**src/rtl/lsu_pkg.sv**
```systemverilog
// Shared definitions for the MEM-stage load/store unit: RV32I access-size codes,
// FSM states and the alignment rule.
package lsu_pkg;

  localparam logic [2:0] F3_B  = 3'b000;
  localparam logic [2:0] F3_H  = 3'b001;
  localparam logic [2:0] F3_W  = 3'b010;
  localparam logic [2:0] F3_BU = 3'b100;
  localparam logic [2:0] F3_HU = 3'b101;

  typedef enum logic [1:0] {
    IDLE,
    REQ,
    RESP,
    DONE
  } lsu_state_e;

  // Byte accesses can never be misaligned; halfwords need off[0]=0, words off=0.
  function automatic logic is_misaligned(input logic [2:0] funct3, input logic [1:0] off);
    case (funct3)
      F3_H, F3_HU: return off[0];
      F3_W:        return off != 2'b00;
      default:     return 1'b0;
    endcase
  endfunction

endpackage

```
**src/rtl/mem_stage_lsu_load_format.sv**
```systemverilog
// Extracts and extends a byte/halfword/word from a 32-bit read word.
// Purely combinational so a future cache can reuse it on its own data path.
module lsu_load_format
  import lsu_pkg::*;
(
  input  logic [31:0] rdata,
  input  logic [1:0]  off,
  input  logic [2:0]  funct3,
  output logic [31:0] result
);

  logic [7:0]  byte_sel;
  logic [15:0] half_sel;

  always_comb begin
    byte_sel = rdata[{off, 3'b000} +: 8];
    half_sel = rdata[{off[1], 4'b0000} +: 16];
    case (funct3)
      F3_B:    result = {{24{byte_sel[7]}}, byte_sel};
      F3_BU:   result = {24'h000000, byte_sel};
      F3_H:    result = {{16{half_sel[15]}}, half_sel};
      F3_HU:   result = {16'h0000, half_sel};
      default: result = rdata;
    endcase
  end

endmodule

```
**src/rtl/mem_stage_lsu.sv**
```systemverilog
// MEM-stage load/store unit: turns EX/MEM load/store requests into a word-addressed
// req/ready/rvalid data-memory transaction and stalls the pipeline while it is in flight.
module mem_stage_lsu
  import lsu_pkg::*;
#(
  parameter int ADDR_W = 32,
  parameter int DATA_W = 32
) (
  input  logic              clk,
  input  logic              reset,
  input  logic              ex_valid,
  input  logic              ex_mem_rd,
  input  logic              ex_mem_wr,
  input  logic [2:0]        ex_funct3,
  input  logic [ADDR_W-1:0] ex_addr,
  input  logic [DATA_W-1:0] ex_wdata,
  output logic              dmem_req,
  output logic              dmem_we,
  output logic [ADDR_W-1:0] dmem_addr,
  output logic [DATA_W-1:0] dmem_wdata,
  output logic [3:0]        dmem_be,
  input  logic              dmem_ready,
  input  logic [DATA_W-1:0] dmem_rdata,
  input  logic              dmem_rvalid,
  output logic [DATA_W-1:0] mem_data_out,
  output logic              mem_stall,
  output logic              mem_err
);

  lsu_state_e        state_q, state_d;
  logic              req_q, req_d;
  logic              we_q, we_d;
  logic [ADDR_W-1:0] addr_q, addr_d;
  logic [DATA_W-1:0] wdata_q, wdata_d;
  logic [3:0]        be_q, be_d;
  logic [1:0]        off_q, off_d;
  logic [2:0]        funct3_q, funct3_d;
  logic [DATA_W-1:0] data_q, data_d;

  logic              access;
  logic              is_load;
  logic              funct3_ok;
  logic              legal;
  logic [1:0]        off;
  logic [3:0]        store_be;
  logic [DATA_W-1:0] store_wdata;
  logic [DATA_W-1:0] load_result;

  assign access  = ex_valid & (ex_mem_rd | ex_mem_wr);
  assign is_load = ex_mem_rd;
  assign off     = ex_addr[1:0];
  assign legal   = funct3_ok & ~is_misaligned(ex_funct3, off);

  always_comb begin
    funct3_ok   = 1'b0;
    store_be    = 4'b1111;
    store_wdata = ex_wdata;
    case (ex_funct3)
      F3_B: begin
        funct3_ok   = 1'b1;
        store_be    = 4'b0001 << off;
        store_wdata = {4{ex_wdata[7:0]}};
      end
      F3_H: begin
        funct3_ok   = 1'b1;
        store_be    = 4'b0011 << off;
        store_wdata = {2{ex_wdata[15:0]}};
      end
      F3_W:         funct3_ok = 1'b1;
      F3_BU, F3_HU: funct3_ok = is_load;
      default:      funct3_ok = 1'b0;
    endcase
  end

  // Offset and size are captured with the request so formatting does not depend on EX/MEM.
  lsu_load_format u_load_format (
    .rdata  (dmem_rdata),
    .off    (off_q),
    .funct3 (funct3_q),
    .result (load_result)
  );

  always_comb begin
    state_d   = state_q;
    req_d     = req_q;
    we_d      = we_q;
    addr_d    = addr_q;
    wdata_d   = wdata_q;
    be_d      = be_q;
    off_d     = off_q;
    funct3_d  = funct3_q;
    data_d    = data_q;
    mem_stall = 1'b0;
    mem_err   = 1'b0;
    case (state_q)
      IDLE: begin
        if (access && legal) begin
          mem_stall = 1'b1;
          req_d     = 1'b1;
          we_d      = ~is_load;
          addr_d    = {ex_addr[ADDR_W-1:2], 2'b00};
          wdata_d   = store_wdata;
          be_d      = is_load ? 4'b1111 : store_be;
          off_d     = off;
          funct3_d  = ex_funct3;
          state_d   = REQ;
        end else if (access) begin
          mem_err = 1'b1;
          data_d  = '0;
        end
      end
      REQ: begin
        mem_stall = 1'b1;
        if (dmem_ready) begin
          req_d   = 1'b0;
          state_d = we_q ? DONE : RESP;
        end
      end
      RESP: begin
        mem_stall = 1'b1;
        if (dmem_rvalid) begin
          data_d  = load_result;
          state_d = DONE;
        end
      end
      DONE: state_d = IDLE;
      default: state_d = IDLE;
    endcase
  end

  always_ff @(posedge clk or posedge reset) begin
    if (reset) begin
      state_q  <= IDLE;
      req_q    <= 1'b0;
      we_q     <= 1'b0;
      addr_q   <= '0;
      wdata_q  <= '0;
      be_q     <= 4'b0000;
      off_q    <= 2'b00;
      funct3_q <= 3'b000;
      data_q   <= '0;
    end else begin
      state_q  <= state_d;
      req_q    <= req_d;
      we_q     <= we_d;
      addr_q   <= addr_d;
      wdata_q  <= wdata_d;
      be_q     <= be_d;
      off_q    <= off_d;
      funct3_q <= funct3_d;
      data_q   <= data_d;
    end
  end

  assign dmem_req     = req_q;
  assign dmem_we      = we_q;
  assign dmem_addr    = addr_q;
  assign dmem_wdata   = wdata_q;
  assign dmem_be      = be_q;
  assign mem_data_out = mem_err ? '0 : data_q;

endmodule
```
**config.mk**
```make
export PLATFORM = sky130hd
export DESIGN_NAME = mem_stage_lsu
export DESIGN_NICKNAME = d
export VERILOG_FILES = /design/src/rtl/lsu_pkg.sv /design/src/rtl/mem_stage_lsu_load_format.sv /design/src/rtl/mem_stage_lsu.sv
export SDC_FILE = /design/constraint.sdc
export NUM_CORES = 1
export LEC_CHECK = 0
export BUFFER_PORTS_ARGS = -buffer_cell sky130_fd_sc_hd__buf_4
export CAP_MARGIN = 20
export CORE_MARGIN = 5
export CORE_UTILIZATION = 25
export CTS_BUF_LIST = sky130_fd_sc_hd__clkbuf_16
export CTS_CLUSTER_SIZE = 8
export DETAILED_ROUTE_END_ITERATION = 8
export PLACE_DENSITY = 0.42
export SETUP_SLACK_MARGIN = 0.02
export SYNTH_ARGS = -nofsm -noshare
export SYNTH_HDL_FRONTEND = slang
export SYNTH_HIERARCHICAL = 1
export SYNTH_SLANG_ARGS = --single-unit
```
**constraint.sdc**
```tcl
create_clock -name clk -period 4.8 [get_ports clk]
set_clock_uncertainty 0.15 [all_clocks]
set_input_delay 0.72 -clock clk [delete_from_list [all_inputs] [get_ports clk]]
set_output_delay 0.72 -clock clk [all_outputs]
set_load 0.05 [all_outputs]
```
# Word level (Yosys, flattened, before mapping)
# Cells that the tools add are included.
[word_totals]
regBits = 107
inputBits = 106
[classes]
eq_ne = 15
n_shift = 4
mux = 24
bitwise_logic = 5
n_reduce_logical = 15
[ops]
columns = ["operator", "n"]
rows = [
  ["$mux 32", 4],
  ["$pmux 32 s2", 2],
  ["$pmux 32 s4", 1],
  ["$shiftx 32x6->16", 1],
  ["$shiftx 32x6->8", 1],
  ["$eq 3x3->1 const B", 4],
  ["$ne 2x2->1 const B", 5],
  ["$pmux 1 s2", 4],
  ["$pmux 2 s4", 1],
  ["$pmux 4 s2", 1],
  ["$mux 1", 7],
  ["$eq 3x1->1 const B", 2],
  ["$logic_not 3->1", 2],
  ["$mux 2", 3],
  ["$reduce_and 3->1", 2],
  ["$reduce_bool 2->1", 3],
  ["$reduce_or 2->1", 3],
  ["$eq 2x2->1 const B", 2],
  ["$mux 4", 1],
  ["$reduce_and 4->1", 1],
  ["$shl 1x2->4 const A", 1],
  ["$shl 2x2->4 const A", 1],
  ["$eq 3x2->1 const B", 1],
  ["$reduce_or 3->1", 1],
  ["other kinds (7)", 9],
]

# Depth between registers and ports, before layout
# Gate-level depths: netlist of run 1.
[depth]
word_depth = 9
ltp_mapped = 9

# By module
# The synthesis of run 1 kept the hierarchy.
[modules_own_cells]
columns = ["mod", "n_inst", "cells_per_inst", "area_each_um2", "seq_area_each_um2"]
rows = [
  ["mem_stage_lsu", 1, 501, 5476.5, 2677.6],
  ["lsu_load_format", 1, 109, 628.1, 0.0],
]

# Least setup slack after synthesis of run 1
# No wires, ideal clock.
[synth_timing]
path_type = "input port to output port"
startpoint = "in ex_funct3[0]"
endpoint = "out mem_data_out[21]"
t_arrival_ns = 2.812
t_required_ns = 3.930
setup_slack_ns = 1.118
stages = 6
path_cell_list = "or4_1 > o31a_1 > buf_2 > buf_2 > buf_1 > a31oi_1"
[synth_via]
elab_chain_len = 9
word_cells_on_any_way = 16
cone_classes = "4 x eq/ne; 5 x mux; 2 x bitwise; 5 x reduce/logical"
[synth_lines]
columns = ["item", "line", "source"]
rows = [
  ["from (decl)", "mem_stage_lsu.sv:14", "input logic [2:0] ex_funct3,"],
  ["$eq 3x3->1 or $eq 3x1->1 (tied branches)", "lsu_pkg.sv:20, mem_stage_lsu.sv:58", ""],
  ["$reduce_or 2->1", "lsu_pkg.sv:20", "case (funct3)"],
  ["$pmux 1 s2", "lsu_pkg.sv:20", ""],
  ["$not 1->1", "mem_stage_lsu.sv:52", "assign legal = funct3_ok & ~is_misaligned(ex_funct3, off);"],
  ["$and 1x1->1 (*)", "mem_stage_lsu.sv:52", ""],
  ["$logic_and 1x1->1 (*)", "mem_stage_lsu.sv:97", "if (access && legal) begin"],
  ["$mux 1 (*)", "mem_stage_lsu.sv:97", ""],
  ["$mux 1 (*)", "mem_stage_lsu.sv:95", "case (state_q)"],
  ["$mux 32 (*)", "mem_stage_lsu.sv:160", "assign mem_data_out = mem_err ? '0 : data_q;"],
  ["to (decl)", "mem_stage_lsu.sv:25", "output logic [DATA_W-1:0] mem_data_out,"],
]
# Every way passes the cells marked *; elsewhere a longest branch is shown, timed or not.

# Final worst setup path of run 1
[layout_timing]
startpoint = "in ex_funct3[0]"
endpoint = "out mem_data_out[13]"
# Same word-level chain as after synthesis.

==> results.py, run 1 <==
metrics = {
    "setup_path": {
        "critical_path_required_ps": 3930,
        "startpoint_type": "input pin",
        "worstSetupStartpoint": "ex_funct3[0]",
        "cp-endpoint": "mem_data_out[13]",
        "cp.arrival_ps": 2650,
        "timing.rr.end": "dmem_addr[11]",
        "critical_path.endpoint_type": "primary output",
        "critical_path_start_end_classification": "input pin to primary output",
        "reg2regPathDepth": 7,
        "r2r_setup_slack_ps": 1740,
        "launching_point_of_the_worst_reg2reg_path": "state_q[0]",
        "critPathMaxFanout": 19,
    },
    "global_route": {
        "grt_start_max_net_pins": 72,
        "antenna_violations_before_repair": 1,
        "via_count_of_the_first_global_routing_pass": 5855,
        "grt_remaining_overflow": 0,
        "grt_first_pass_wirelength_mm": 33.42,
        "gr-usage-all-layers_pct": 14.86,
    },
    "clock_tree": {
        "cts_inserted_buffers": 9,
        "max-clock-path-buffers": 2,
        "postCtsSetupBuffers": 0,
        "cts_num_sinks": 107,
        "worstSkewPairLatency_ps": 360,
        "cts_tree": "done",
        "cts.htree.levels": 3,
        "clk_pin_slew_worst_paths_ps": 80,
        "number_of_instances_resized_during_post_cts_repair": 0,
        "cts_hold_buffers": 0,
        "clockRootBuffer": "sky130_fd_sc_hd__clkbuf_16",
    },
    "yosys": {
        "synth_async_sr_flop_share_pct": 100.0,
        "postSynthAreaPerCell_um2": 10.01,
        "part_of_the_yosys_area_used_for_sequential_elements_pct": 43.86,
        "synth.ff_latch_count": 107,
        "synth-edff-count": 0,
        "synth.distinct_cells": 51,
        "yosys_warnings": 6,
        "synthesis.instances": 610,
        "post_synth_instance_area_um2": 6105,
        "ys_dominant_reg_cell": "sky130_fd_sc_hd__dfrtp_1",
    },
    "layout": {
        "utilization_pct": 33.96,
        "fin_nets": 895,
        "most-common-layout-cells": "sky130_fd_sc_hd__buf_4, sky130_fd_sc_hd__dfrtp_1, sky130_fd_sc_hd__mux2_2",
        "proportion_of_layout_cells_with_a_drive_suffix_above_1_pct": 44.43,
        "layout.cells.most_common": "sky130_fd_sc_hd__buf_4",
        "synthToLayoutAreaGrowth_pct": 34.52,
    },
    "power": {
        "p_per_area_nw_per_um2": 758.0,
        "power.static_leakage_nw": 3.698,
        "irDropWorstVdd_mv": 0.3089,
    },
    "sta": {
        "finalHoldViolations": 0,
        "finalSetupTns_ps": 0,
        "period_needed_ps": 3524,
        "report.final.setup_viol": 0,
        "max_slew_margin_pct": 36.06,
        "timing.fmax_mhz": 283.8,
        "timing_worst_slew_pin_value_ps": 959.1,
        "drv_slew": 0,
        "rsz0062_at_grt": "false",
        "finalCritPeriodShare_pct": 73.42,
    },
    "routing": {
        "routed_wire_length_per_instance_um": 19.04,
        "drtIter0Drc": 309,
        "drt_pre_antenna_iters": 5,
        "vias": 5481,
        "antenna_left": 0,
        "drc": 0,
        "vias_per_cell": 4.916,
        "wirelength_mm": 21.24,
    },
    "floorplanning": {
        "rows": 57,
        "placeable_core_region_um2": 24180,
        "floorplan.die.height_um": 166.3,
        "die_x_extent_um": 166.3,
        "ioPinCount": 210,
        "die-area_um2": 27640,
        "floorplan.initialDensity_pct": 25.25,
    },
    "placement": {
        "dp.final_hpwl_mm": 15.02,
        "gp_congestion": 0.7962,
        "io_buffers": 207,
    },
    "run": {
        "max-cap-violations": 0,
    },
    "worst_hold_path": {
        "min-delay-path-class": "register to register",
        "hp-start": "dmem_addr[7]",
    },
    "run_status": {
        "status": "finished clean",
    },
}
==> state kept, by name, summed over array words and instances, names as in the netlist, 2 cells and up <==
register and flops:
dmem_be 4, funct3_q 3, state_q 2, dmem_addr 30, off_q 2, data_q 32
dmem_wdata 32
==> worst min-delay path by stage <==
stage                   end  slack, ps  depth (start not counted)
6_report       dmem_addr[7]        340                          1
5_1_grt        dmem_addr[4]        380                          1
4_1_cts        dmem_addr[6]        340                          1
3_5_place_dp   dmem_addr[6]        330                          1
3_3_place_gp   dmem_addr[7]        330                          1
2_1_floorplan    data_q[31]        340                          2
==> per-layer routing <==
layer / vias to the layer above / track usage, % / wire length, um
met2: 216 / 23.72 / 9792
met4: 0 / 2.988 / 270
met1: 2694 / 19.01 / 9158
li1: 2553 / - / -
met3: 18 / 6.308 / 2013
met5: - / 0 / 0
==> critical path: stages <==
cell and delay, ps:
sky130_fd_sc_hd__buf_4 190, sky130_fd_sc_hd__or4_1 590, sky130_fd_sc_hd__o31a_2 150, sky130_fd_sc_hd__nand3_1 540, sky130_fd_sc_hd__and2_1 240, sky130_fd_sc_hd__buf_4 200
==> synth_stat cells, types with 15 or more instances <==
| master | instances | area (um2) |
|---|---|---|
| sky130_fd_sc_hd__nand3_1 | 16 | 80.08 |
| sky130_fd_sc_hd__inv_1 | 21 | 78.83 |
| sky130_fd_sc_hd__dfrtp_1 | 107 | 2678 |
| sky130_fd_sc_hd__mux2_2 | 87 | 979.7 |
| sky130_fd_sc_hd__o21ai_0 | 17 | 85.08 |
| sky130_fd_sc_hd__o211ai_1 | 16 | 120.1 |
| sky130_fd_sc_hd__nand2b_1 | 15 | 93.84 |
| sky130_fd_sc_hd__nor2_1 | 15 | 56.30 |
| sky130_fd_sc_hd__a41oi_1 | 18 | 157.7 |
| sky130_fd_sc_hd__a31o_2 | 18 | 157.7 |
| sky130_fd_sc_hd__nand2_1 | 69 | 259.0 |
| sky130_fd_sc_hd__and2_1 | 19 | 118.9 |
| sky130_fd_sc_hd__a21oi_1 | 41 | 205.2 |
| sky130_fd_sc_hd__clkbuf_1 | 35 | 131.4 |
==> logic make-up after synthesis <==
group / synth area share [%]
and+or+nand+nor: 13.79
AOI/OAI and AO/OA: 16.46
DFF: 43.86
muxes: 19.49
buffers and inverters: 5.513
adders and majority gates: 0.8199
other: 0.06143
==> report_power, final <==
| group | internal [mW] | total, mW | leakage, nW | switching, mW |
|---|---|---|---|---|
| registers | 1.32 | 1.60 | 1.31 | 0.281 |
| clock network | 0.370 | 0.756 | 0.150 | 0.386 |
| logic | 1.30 | 3.87 | 2.23 | 2.56 |
==> area by class of cell <==
type	count	area, um2
fill	2486	15970
multi-input combinational	427	3102
sequential	107	2678
timing repair buffer	219	1652
tap	324	405.4
clock buffer	9	225.2
inverter	21	81.33
clock inverter	7	66.31
antenna	1	2.502
==> metrics by stage <==
step                worst slack, ps  power, mW  hold WS [ps]  instance area (um2)  cells
floorplan                      1113      4.335         338.9                 6108    611
CTS                            1247      6.316         344.9                 8209   1114
global route                   1157      6.607         375.4                 8212   1115
finish                         1276      6.225         342.9                 8212   1115
global placement               1189      5.460         325.0                 7903   1097
detailed placement             1145      5.525         326.2                 7918   1098
(Power assumes the default switching activity.)
==> inputs of run 2 (changes only) <==
Clock period 4.8 ns to 3.48 ns, I/O delays scaled along.
==> run 2 against run 1 <==
Net effect:
- register-to-register slack got worse by 790 ps
- sequential cell count unchanged
- sequential power increased by 38%
- first-iteration DRC count increased by 11%
- total power increased by 38%
- design area increased by 0.64%
- global-route usage decreased by 0.059 points
- via count decreased by 0.62%
- highest routed layer is now met5
==> results.py, run 2 (synthesis gave the netlist of run 1 again) <==
metrics = {
    "power": {
        "power.static_leakage_nw": 3.714,
        "p_per_area_nw_per_um2": 1041,
        "irDropWorstVdd_mv": 0.5072,
    },
    "global_route": {
        "antenna_violations_before_repair": 1,
        "gr-usage-all-layers_pct": 14.80,
        "grt_start_max_net_pins": 62,
        "grt_remaining_overflow": 0,
        "grt_first_pass_wirelength_mm": 33.13,
        "via_count_of_the_first_global_routing_pass": 5764,
    },
    "setup_path": {
        "critical_path_start_end_classification": "input pin to primary output",
        "worst_path_dominant_cell_family": "buffers and inverters",
        "critPathMaxFanout": 43,
        "timing.critical_path.slowest_stage_cell": "sky130_fd_sc_hd__or4_1",
        "startpoint_type": "input pin",
        "worst-path-stages": 6,
        "critical_path.endpoint_type": "primary output",
        "cp.arrival_ps": 2360,
        "r2r_setup_slack_ps": 950,
        "crit_path_cell_chain": "buf_4 -> or4_1 -> o31a_2 -> buf_4 -> a31oi_1 -> buf_4",
        "worst_path_largest_cell_delay_ps": 590,
        "cpMostUsedCell": "sky130_fd_sc_hd__buf_4",
        "reg2regPathDepth": 7,
        "worst-path-buf-inv": 3,
        "critical_path_required_ps": 2810,
    },
    "sta": {
        "timing_worst_slew_pin_value_ps": 890.2,
        "finalSetupTns_ps": 0,
        "finalCritPeriodShare_pct": 87.03,
        "report.final.setup_viol": 0,
        "drv_slew": 0,
        "timing.fmax_mhz": 330.2,
        "finalHoldViolations": 0,
        "rsz0062_at_grt": "false",
        "period_needed_ps": 3028,
        "max_slew_margin_pct": 40.53,
    },
    "clock_tree": {
        "cts_tree": "done",
        "number_of_instances_resized_during_post_cts_repair": 0,
        "cts_inserted_buffers": 9,
        "cts_num_sinks": 107,
        "worstSkewPairLatency_ps": 350,
        "cts.htree.levels": 3,
        "clockRootBuffer": "sky130_fd_sc_hd__clkbuf_16",
        "postCtsSetupBuffers": 0,
        "cts_hold_buffers": 0,
        "clk_pin_slew_worst_paths_ps": 80,
        "max-clock-path-buffers": 2,
    },
    "routing": {
        "antenna_left": 0,
        "met3RoutedLength_mm": 1.865,
        "highest-signal-layer": "met5",
        "routed_wire_length_per_instance_um": 18.74,
        "vias": 5447,
        "drt_pre_antenna_iters": 5,
        "drc": 0,
        "drtIter0Drc": 342,
        "met2_length_mm": 9.412,
        "vias_per_cell": 4.863,
        "wl_met1_mm": 9.375,
        "wirelength_mm": 20.99,
    },
    "floorplanning": {
        "placeable_core_region_um2": 24180,
        "ioPinCount": 210,
        "floorplan.die.height_um": 166.3,
        "floorplan.initialDensity_pct": 25.25,
        "rows": 57,
        "die_x_extent_um": 166.3,
        "die-area_um2": 27640,
    },
    "run_status": {
        "status": "finished clean",
    },
    "layout": {
        "most-common-layout-cells": "sky130_fd_sc_hd__buf_4, sky130_fd_sc_hd__dfrtp_1, sky130_fd_sc_hd__mux2_2",
        "proportion_of_layout_cells_with_a_drive_suffix_above_1_pct": 44.85,
        "fin_nets": 901,
        "insertedDiodeCount": 0,
        "synthToLayoutAreaGrowth_pct": 35.38,
        "layout.cells.most_common": "sky130_fd_sc_hd__buf_4",
        "layoutNonFillerInstCount": 1120,
    },
    "worst_hold_path": {
        "min-delay-path-class": "input pin to asynchronous set/reset pin",
    },
    "placement": {
        "dp.final_hpwl_mm": 15.07,
        "placedCellCount": 1104,
        "io_buffers": 207,
        "gp_congestion": 0.8328,
    },
    "run": {
        "max-cap-violations": 0,
    },
}
run 2: cell count changes in the layout (fill, tap and decap cells not counted), moves of 2 or more:
cell                         previous run  this run
sky130_fd_sc_hd__buf_4                218       223
sky130_fd_sc_hd__inv_8                  4         1
sky130_fd_sc_hd__buf_12                 0         2
sky130_fd_sc_hd__clkinvlp_4             0         2
run 2: layout make-up:
cell class	instances	area, um2
clock buffer	9	225.2
clock inverter	7	57.56
fill	2486	15910
inverter	21	82.58
multi-input combinational	427	3102
sequential	107	2678
tap	324	405.4
timing repair buffer	225	1714
run 2: power by group:
part,switching [mW],internal [mW]
logic,3.56,1.83
clock network,0.525,0.499
registers,0.376,1.82
total,4.46,4.15
run 2: through the flow:
stage	worst slack [ps]	instance area [um2]	power [mW]	hold slack, ps	util [%]
6_report	451.5	8264	8.604	193.0	34.18
5_1_grt	348.1	8264	9.133	221.2	34.18
4_1_cts	443.9	8264	8.726	200.9	34.18
3_5_place_dp	448.0	7981	7.651	332.0	33.01
3_3_place_gp	494.0	7981	7.577	324.4	33.01
2_1_floorplan	193.8	6112	5.980	338.9	-
run 2: worst register-to-register path: cells and delay by family (launching register included):
family / cells / cell delay (ps)
AO/OA/AOI/OAI: 2 / 330
flip-flops: 1 / 390
buffers and inverters: 2 / 350
AND/OR/NAND/NOR: 2 / 980
adder cells (fa/ha/maj): 1 / 240
run 2: final timing paths:
| kind | start | to |
|---|---|---|
| max in group asynchronous | reset | dmem_wdata[6] |
| hold / removal | reset | dmem_addr[5] |
| setup / recovery | ex_funct3[0] | mem_data_out[30] |
| setup reg to reg | state_q[0] | data_q[9] |
| min in group clk | ex_addr[7] | dmem_addr[7] |
| hold reg to reg | dmem_wdata[25] | dmem_wdata[25] |
run 2: layer usage:
| layer | vias up | GRT usage, % |
|---|---|---|
| li1 | 2567 | - |
| met1 | 2636 | 19.91 |
| met2 | 219 | 22.64 |
| met3 | 23 | 5.070 |
| met4 | 2 | 4.411 |
| met5 | - | 0 |
==> inputs of run 3 (changes only) <==
Settings changed: CORE_UTILIZATION 25 to 51, PLACE_DENSITY 0.42 to 0.77.
==> run 3 against run 2 <==
Net effect:
- routed wire length fell by 11%
- via count is 2.1% higher
- first-iteration DRC count up 78%
- critical path type unchanged
- critical endpoint is now mem_data_out[5]
- largest cell class unchanged
==> results.py, run 3 (synthesis gave the netlist of run 1 again) <==
metrics = {
    "run_status": {
        "status": "finished clean",
    },
    "placement": {
        "gp_congestion": 0.8589,
        "io_buffers": 207,
        "placedCellCount": 922,
        "dp.final_hpwl_mm": 13.51,
    },
    "layout": {
        "most-common-layout-cells": "sky130_fd_sc_hd__buf_4, sky130_fd_sc_hd__dfrtp_1, sky130_fd_sc_hd__mux2_2",
        "insertedDiodeCount": 0,
        "layoutNonFillerInstCount": 938,
        "utilization_pct": 67.45,
        "proportion_of_layout_cells_with_a_drive_suffix_above_1_pct": 44.50,
        "fin_nets": 896,
        "layout.cells.most_common": "sky130_fd_sc_hd__buf_4",
        "synthToLayoutAreaGrowth_pct": 31.05,
    },
    "floorplanning": {
        "die-area_um2": 14260,
        "floorplan.die.height_um": 119.4,
        "floorplan.initialDensity_pct": 51.47,
        "die_x_extent_um": 119.4,
        "placeable_core_region_um2": 11860,
        "rows": 40,
        "ioPinCount": 210,
    },
    "setup_path": {
        "crit_path_cell_chain": "buf_4 -> or4_1 -> o31a_1 -> nand3_1 -> and2_1 -> buf_4",
        "worst_path_largest_cell_delay_ps": 590,
        "timing.rr.end": "data_q[31]",
        "cp.arrival_ps": 2350,
        "r2r_setup_slack_ps": 760,
        "critical_path_start_end_classification": "input pin to primary output",
        "critical_path_required_ps": 2810,
        "launching_point_of_the_worst_reg2reg_path": "off_q[1]",
        "cpMostUsedCell": "sky130_fd_sc_hd__buf_4",
        "critPathMaxFanout": 19,
        "critical_path.endpoint_type": "primary output",
        "reg2regPathDepth": 7,
        "worst_path_dominant_cell_family": "simple AND/OR/NAND/NOR gates",
        "timing.critical_path.slowest_stage_cell": "sky130_fd_sc_hd__or4_1",
        "startpoint_type": "input pin",
        "worst-path-buf-inv": 2,
    },
    "clock_tree": {
        "cts_tree": "done",
        "clockRootBuffer": "sky130_fd_sc_hd__clkbuf_16",
        "worstSkewPairLatency_ps": 350,
        "cts_num_sinks": 107,
        "max-clock-path-buffers": 2,
        "postCtsSetupBuffers": 0,
        "cts_hold_buffers": 0,
        "cts.htree.levels": 3,
        "cts_inserted_buffers": 9,
        "number_of_instances_resized_during_post_cts_repair": 0,
        "clk_pin_slew_worst_paths_ps": 70,
    },
    "sta": {
        "rsz0062_at_grt": "false",
        "finalCritPeriodShare_pct": 86.86,
        "drv_slew": 0,
        "finalHoldViolations": 0,
        "finalSetupTns_ps": 0,
        "period_needed_ps": 3023,
        "report.final.setup_viol": 0,
        "worst_hold_margin_ps": 151.0,
        "timing.fmax_mhz": 330.8,
        "timing_worst_slew_pin_value_ps": 851.4,
        "max_slew_margin_pct": 43.18,
    },
    "routing": {
        "antenna_left": 0,
        "routed_wire_length_per_instance_um": 19.98,
        "drtIter0Drc": 608,
        "drt_pre_antenna_iters": 5,
        "vias": 5562,
        "wirelength_mm": 18.75,
        "drc": 0,
        "vias_per_cell": 5.930,
    },
    "power": {
        "p_per_area_nw_per_um2": 1065,
        "power.static_leakage_nw": 3.689,
        "irDropWorstVdd_mv": 0.8218,
        "report.power.total_mw": 8.520,
    },
    "global_route": {
        "grt_start_max_net_pins": 76,
        "grt_remaining_overflow": 0,
        "antenna_violations_before_repair": 0,
        "gr-usage-all-layers_pct": 25.80,
        "grt_first_pass_wirelength_mm": 30.00,
        "via_count_of_the_first_global_routing_pass": 5867,
    },
    "run": {
        "max-cap-violations": 0,
    },
    "worst_hold_path": {
        "min-delay-path-class": "input pin to asynchronous set/reset pin",
    },
}
-- run 3: changes by cell type in the layout (fill, tap and decap cells not counted) --
cell / before / now
sky130_fd_sc_hd__o31a_2: 1 / 0
sky130_fd_sc_hd__clkinv_2: 0 / 2
sky130_fd_sc_hd__clkinv_1: 1 / 0
sky130_fd_sc_hd__clkinvlp_4: 2 / 3
sky130_fd_sc_hd__buf_4: 223 / 218
sky130_fd_sc_hd__o31a_1: 0 / 1
sky130_fd_sc_hd__clkinv_4: 1 / 2
sky130_fd_sc_hd__inv_6: 3 / 0
-- run 3: final cells by class --
type                            instances  area (um2)
Multi-Input combinational cell        427        3100
Timing Repair Buffer                  220        1677
Inverter                               21       82.58
Clock buffer                            9       225.2
Sequential cell                       107        2678
Clock inverter                          7       53.80
Fill cell                             924        3861
Tap cell                              147       183.9
-- run 3: how the worst max path moves through the flow --
| stage | startpoint | endpoint | slack (ps) | depth (start not counted) |
|---|---|---|---|---|
| after global placement | ex_funct3[0] | mem_data_out[15] | 490 | 6 |
| after global routing | ex_funct3[0] | mem_data_out[5] | 330 | 6 |
| after detailed placement | ex_funct3[0] | mem_data_out[5] | 450 | 6 |
| after floorplan | ex_funct3[0] | mem_data_out[21] | 190 | 6 |
| final | ex_funct3[0] | mem_data_out[5] | 460 | 6 |
| after CTS | ex_funct3[0] | mem_data_out[5] | 430 | 6 |
-- run 3: stage by stage --
stage | setup WS [ps] | cell area [um2]
2_1_floorplan | 193.8 | 6112
3_3_place_gp | 489.1 | 7721
3_5_place_dp | 445.4 | 7721
4_1_cts | 433.9 | 8000
5_1_grt | 328.6 | 8000
6_report | 457.3 | 8000
-- run 3: power by group --
| part | internal (mW) | total (mW) | switching (mW) |
|---|---|---|---|
| clock network | 0.491 | 0.980 | 0.488 |
| logic | 1.81 | 5.30 | 3.50 |
| registers | 1.82 | 2.24 | 0.415 |
-- run 3: metal layers --
| layer | part of all wire [%] | global-route usage (%) | vias up |
|---|---|---|---|
| met5 | 0 | 0 | - |
| met1 | 37 | 30.59 | 2678 |
| met4 | 1.6 | 7.874 | 0 |
| met3 | 11 | 10.02 | 33 |
| met2 | 50 | 43.34 | 302 |
| li1 | - | - | 2549 |
